--- config.mk ---
export PLATFORM = sky130hd
export DESIGN_NAME = board_io_ctrl
export DESIGN_NICKNAME = d
export VERILOG_FILES = /design/src/rtl/board_io_ctrl.sv
export SDC_FILE = /design/constraint.sdc
export NUM_CORES = 1
export LEC_CHECK = 0
export CORE_MARGIN = 1.5
export CORE_UTILIZATION = 55
export CTS_BUF_LIST = sky130_fd_sc_hd__clkbuf_8
export DETAILED_ROUTE_END_ITERATION = 6
export DONT_BUFFER_PORTS = 1
export PLACE_DENSITY_LB_ADDON = 0.1
export SLEW_MARGIN = 10
export SYNTH_ARGS = -nofsm -noshare
export SYNTH_HDL_FRONTEND = slang
export SYNTH_SLANG_ARGS = --single-unit
export TNS_END_PERCENT = 50
--- constraint.sdc ---
create_clock -name clk -period 2.62 [get_ports clk]
set_input_delay 0.524 -clock clk [delete_from_list [all_inputs] [get_ports clk]]
set_output_delay 0.524 -clock clk [all_outputs]
set_load 0.02 [all_outputs]
--- src/rtl/board_io_ctrl.sv ---
// Board I/O front end: synchronizes and debounces buttons and switches, raises sticky press
// interrupts, and drives blinking/blankable seven-segment digits.
module board_io_ctrl #(
  parameter int W_KEY        = 4,
  parameter int W_SW         = 18,
  parameter int N_HEX        = 8,
  parameter int DB_CYCLES    = 250000,
  parameter int BLINK_CYCLES = 12500000
) (
  input  logic                 clk,
  input  logic                 reset,
  input  logic [W_KEY-1:0]     key_n_i,
  input  logic [W_SW-1:0]      sw_i,
  output logic [W_KEY-1:0]     key_o,
  output logic [W_KEY-1:0]     key_press_o,
  output logic [W_KEY-1:0]     key_event_o,
  output logic                 irq_o,
  input  logic                 irq_clr_i,
  output logic [W_SW-1:0]      sw_o,
  input  logic [4*N_HEX-1:0]   hex_value_i,
  input  logic [N_HEX-1:0]     hex_en_i,
  input  logic [N_HEX-1:0]     hex_blink_i,
  output logic [7*N_HEX-1:0]   hex_o
);

  localparam int NB = W_KEY + W_SW;
  localparam int CW = $clog2(DB_CYCLES + 1);
  localparam int BW = $clog2(BLINK_CYCLES);
  localparam logic [CW-1:0] DB_LAST    = CW'(DB_CYCLES - 1);
  localparam logic [BW-1:0] BLINK_LAST = BW'(BLINK_CYCLES - 1);
  // Raw idle pattern: buttons released (high), switches low.
  localparam logic [NB-1:0] IDLE_RAW   = {{W_SW{1'b0}}, {W_KEY{1'b1}}};

  logic [NB-1:0]    meta_r;
  logic [NB-1:0]    sync_r;
  logic [NB-1:0]    stable_r;
  logic [NB-1:0]    stable_next_s;
  logic [NB-1:0]    level_s;
  logic [CW-1:0]    cnt_r      [NB];
  logic [CW-1:0]    cnt_next_s [NB];
  logic [W_KEY-1:0] press_r;
  logic [W_KEY-1:0] event_r;
  logic             irq_r;
  logic [BW-1:0]    blink_cnt_r;
  logic             blink_phase_r;
  logic [7*N_HEX-1:0] hex_r;

  function automatic logic [6:0] seg_decode(input logic [3:0] nib);
    logic [6:0] seg;
    case (nib)
      4'h0: seg = 7'h40;
      4'h1: seg = 7'h79;
      4'h2: seg = 7'h24;
      4'h3: seg = 7'h30;
      4'h4: seg = 7'h19;
      4'h5: seg = 7'h12;
      4'h6: seg = 7'h02;
      4'h7: seg = 7'h78;
      4'h8: seg = 7'h00;
      4'h9: seg = 7'h10;
      4'hA: seg = 7'h08;
      4'hB: seg = 7'h03;
      4'hC: seg = 7'h46;
      4'hD: seg = 7'h21;
      4'hE: seg = 7'h06;
      4'hF: seg = 7'h0E;
      default: seg = 7'h7F;
    endcase
    return seg;
  endfunction

  // XOR with the idle pattern inverts the key bits so every level is active-high.
  assign level_s = sync_r ^ IDLE_RAW;

  always_comb begin
    stable_next_s = stable_r;
    for (int i = 0; i < NB; i++) begin
      cnt_next_s[i] = '0;
      if (level_s[i] != stable_r[i]) begin
        if (cnt_r[i] == DB_LAST) begin
          stable_next_s[i] = level_s[i];
          cnt_next_s[i]    = '0;
        end else begin
          cnt_next_s[i] = cnt_r[i] + CW'(1);
        end
      end else begin
        cnt_next_s[i] = '0;
      end
    end
  end

  always_ff @(posedge clk) begin
    if (reset) begin
      meta_r   <= IDLE_RAW;
      sync_r   <= IDLE_RAW;
      stable_r <= '0;
      for (int i = 0; i < NB; i++) begin
        cnt_r[i] <= '0;
      end
    end else begin
      meta_r   <= {sw_i, key_n_i};
      sync_r   <= meta_r;
      stable_r <= stable_next_s;
      for (int i = 0; i < NB; i++) begin
        cnt_r[i] <= cnt_next_s[i];
      end
    end
  end

  // A press pulse is registered in the same edge as the debounced rise; a press wins over a clear.
  always_ff @(posedge clk) begin
    if (reset) begin
      press_r <= '0;
      event_r <= '0;
      irq_r   <= 1'b0;
    end else begin
      press_r <= stable_next_s[W_KEY-1:0] & ~stable_r[W_KEY-1:0];
      event_r <= (event_r & ~{W_KEY{irq_clr_i}}) | press_r;
      irq_r   <= |event_r;
    end
  end

  always_ff @(posedge clk) begin
    if (reset) begin
      blink_cnt_r   <= '0;
      blink_phase_r <= 1'b0;
    end else if (blink_cnt_r == BLINK_LAST) begin
      blink_cnt_r   <= '0;
      blink_phase_r <= ~blink_phase_r;
    end else begin
      blink_cnt_r   <= blink_cnt_r + BW'(1);
    end
  end

  always_ff @(posedge clk) begin
    if (reset) begin
      hex_r <= '1;
    end else begin
      for (int d = 0; d < N_HEX; d++) begin
        if (!hex_en_i[d] || (hex_blink_i[d] && blink_phase_r)) begin
          hex_r[7*d +: 7] <= 7'h7F;
        end else begin
          hex_r[7*d +: 7] <= seg_decode(hex_value_i[4*d +: 4]);
        end
      end
    end
  end

  assign key_o       = stable_r[W_KEY-1:0];
  assign sw_o        = stable_r[NB-1:W_KEY];
  assign key_press_o = press_r;
  assign key_event_o = event_r;
  assign irq_o       = irq_r;
  assign hex_o       = hex_r;

endmodule

==> flow_metrics.tcl <==
set metrics [dict create \
    status "finished clean" \
    numPortBuffers 0 \
    start_util_pct 55.57 \
    drive_above_1_share_pct 6.849 \
    hold_class "in2reg" \
    vias 19830 \
    fin_nets 3060 \
    cts_tree "built" \
    max_freq_mhz 460.0 \
    cts_setup_buffers 0 \
    cts_resized 0 \
    dpl_worst_slack_ns 0.4867 \
    setup_tns_ns 0 \
    die_w_um 214.1 \
    cts_buffer_depth 3 \
    switchingPower_w 0.003769 \
    routabilityCongestion 0.8700 \
    nFillCells 3902 \
    syn_to_final_growth_pct 12.41 \
    place_area_sq_um 25120 \
    yosysSeqAreaShare_pct 45.07 \
    die_area_sq_um 45850 \
    final_common_cell "dfxtp_1" \
    period_needed_ns 2.174 \
    finalHoldViolations 0 \
    clk_latency_ns 0.65 \
    grt_pass1_wl_um 85270 \
    final_area_sq_um 27560 \
    antenna_found_initial 1 \
    dieHeight_um 214.1 \
    async_flop_share_pct 0 \
    core_sq_um 44120 \
    cp_max_fo 10 \
    drtAntennaViolNets 0 \
    yosysWarnings 0 \
    drt_first_pass_iters 5 \
    clk_pin_slew_ns 0.06 \
    rsz0062_at_grt "false" \
    slew_viol_final 0 \
    arrival_ns 2.71 \
    worstMarginPinSlew_ns 0.8533 \
    drc 0 \
    timing.final.crit_share_pct 82.97 \
    fin_ws_ns 0.4462 \
    power.density_nw_per_um2 601.6 \
    h-tree-depth 3 \
    dp_hpwl_um 31930 \
    synth.distinct_cells 53 \
    setup_violations 0 \
    overflow 0 \
    routed_wl_um 49450 \
    fin_skew_ns 0.02292 \
    rows 77 \
    final_cell_mix "552 x dfxtp_1, 407 x nor2_1, 217 x xnor2_1, 157 x inv_1, 155 x nand2_1" \
    p_clk_share_pct 45.4 \
    synth_area_sq_um 24520 \
    vdd_drop_max_v 0.0003461 \
    crit_type "reg2reg" \
    synth_edf_count 0 \
    required_ns 3.16 \
    synth_cells 2813 \
    numCtsBuffers 92 \
    combinationalPowerShare_pct 2.7 \
    io-pin-count 160 \
    relSlewSlack_pct 42.59 \
    syn_area_per_cell_sq_um 8.716 \
    maxCapViolCount 0 \
    clock-sinks 552 \
    power_frac_seq_pct 51.9 \
    p_leak_nw 8.663 \
    critPathLaunchType "flop" \
    endpoint_kind "flop" \
    via_per_inst 5.531 \
    cts_root_buffer "clkbuf_8" \
    grt_max_degree 93 \
    track_usage_pct 21.35 \
    antenna_cells 0 \
    grt_pass1_vias 18820 \
    syn_nets 2957 \
    ys_ff_latch 552 \
    p_int_w 0.01281 \
    first_iter_violations 1325 \
    drt-wirelength-per-cell_um 13.79 \
    sw_frac_of_total_pct 22.73 \
    synth_flop_cell "dfxtp_1" \
]
flip-flops by register name, indices dropped and copies added (netlist names):
signal and flops:
irq_o 1, sync_r 22, hex_o 56, meta_r 22, cnt_r 396, key_event_o 4, blink_phase_r 1, key_press_o 4
stable_r 22, blink_cnt_r 24
worst paths after layout:
kind / from / end / slack, ns / cells past startpoint
setup reg to reg: cnt_r[2][26]$_SDFF_PP0_ / cnt_r[2][23]$_SDFF_PP0_ / 0.45 / 5
hold reg to reg: meta_r[0]$_SDFF_PP1_ / sync_r[0]$_SDFF_PP1_ / 0.40 / 1
setup / recovery: cnt_r[2][26]$_SDFF_PP0_ / cnt_r[2][23]$_SDFF_PP0_ / 0.45 / 5
hold / removal: hex_value_i[27] / hex_o[48]$_SDFF_PP1_ / 0.06 / 1
per-layer routing:
metal	track usage (%)	part of all wire [%]	vias to the layer above
met4	8.099	2.2	0
met1	27.12	46	9218
met3	4.142	4.7	86
met2	35.89	47	404
li1	-	-	10120
met5	0	0	-
power by group through the flow:
stage               registers [W]  clock network (W)  logic (W)
global placement          0.00879                  0   0.000331
floorplan                 0.00878                  0   0.000305
CTS                       0.00861            0.00779   0.000446
detailed placement        0.00879                  0   0.000343
finish                    0.00861            0.00753   0.000447
global route              0.00861            0.00820   0.000504
layout make-up:
cell class | count | area (sq um) | share of cell area (%)
flip-flops and latches | 552 | 11050 | 40.09
clock inverters | 54 | 261.5 | 0.9488
clock buffers | 117 | 1610 | 5.843
inverters | 120 | 450.4 | 1.634
multi-input cells | 2068 | 12680 | 46.00
repair buffers | 82 | 770.7 | 2.796
well taps | 592 | 740.7 | 2.687
synth_stat cells, types with 16 or more instances:
cell type,instances,area (sq um)
a21oi_1,125,625.6
and3_1,35,219.0
and4_1,26,227.7
clkbuf_1,52,195.2
dfxtp_1,552,11050
ha_1,71,888.4
inv_1,120,450.4
nand2_1,155,581.8
nand2b_1,27,168.9
nand3_1,149,745.7
nand4_1,101,631.9
nor2_1,407,1528
nor2b_1,58,362.9
nor3_1,80,400.4
nor4_1,72,450.4
nor4b_1,20,175.2
o211ai_1,24,180.2
o21ai_0,88,440.4
o21ai_1,16,80.08
o311ai_0,35,306.5
o31ai_1,32,240.2
or2_2,19,118.9
or3_1,80,500.5
or4_1,60,450.4
xnor2_1,217,1901
xor2_1,86,753.2
critical path: stages (launching register included):
cell,delay [ns]
dfxtp_1,0.35
or4b_1,0.55
or4_4,0.54
o21ai_2,0.32
buf_4,0.24
nor2_1,0.06
metrics by stage:
stage	util [%]	hold slack, ns	total power, W	cells
2_1_floorplan	-	0.3895	0.009083	2813
3_3_place_gp	56.93	0.3901	0.009121	3359
3_5_place_dp	56.93	0.3933	0.009136	3359
4_1_cts	62.46	0.0007340	0.01685	3585
5_1_grt	62.46	0.02968	0.01731	3585
6_report	62.46	0.06101	0.01658	3585
repair_timing:
action                                 CTS  global route
setup endpoints to repair                0             0
hold buffers                            55             0
endpoints found under the hold margin  122             0
cells by family after synthesis:
| kind of cell | count (synthesis) | share of synthesized area (%) |
|---|---|---|
| AO/OA/AOI/OAI | 356 | 8.833 |
| XOR/XNOR | 303 | 10.82 |
| adder cells (fa/ha/maj) | 71 | 3.623 |
| buffers and inverters | 193 | 3.246 |
| flip-flops | 552 | 45.07 |
| AND/OR/NAND/NOR | 1338 | 28.40 |
No activity file was read; power rests on OpenSTA's default activity.
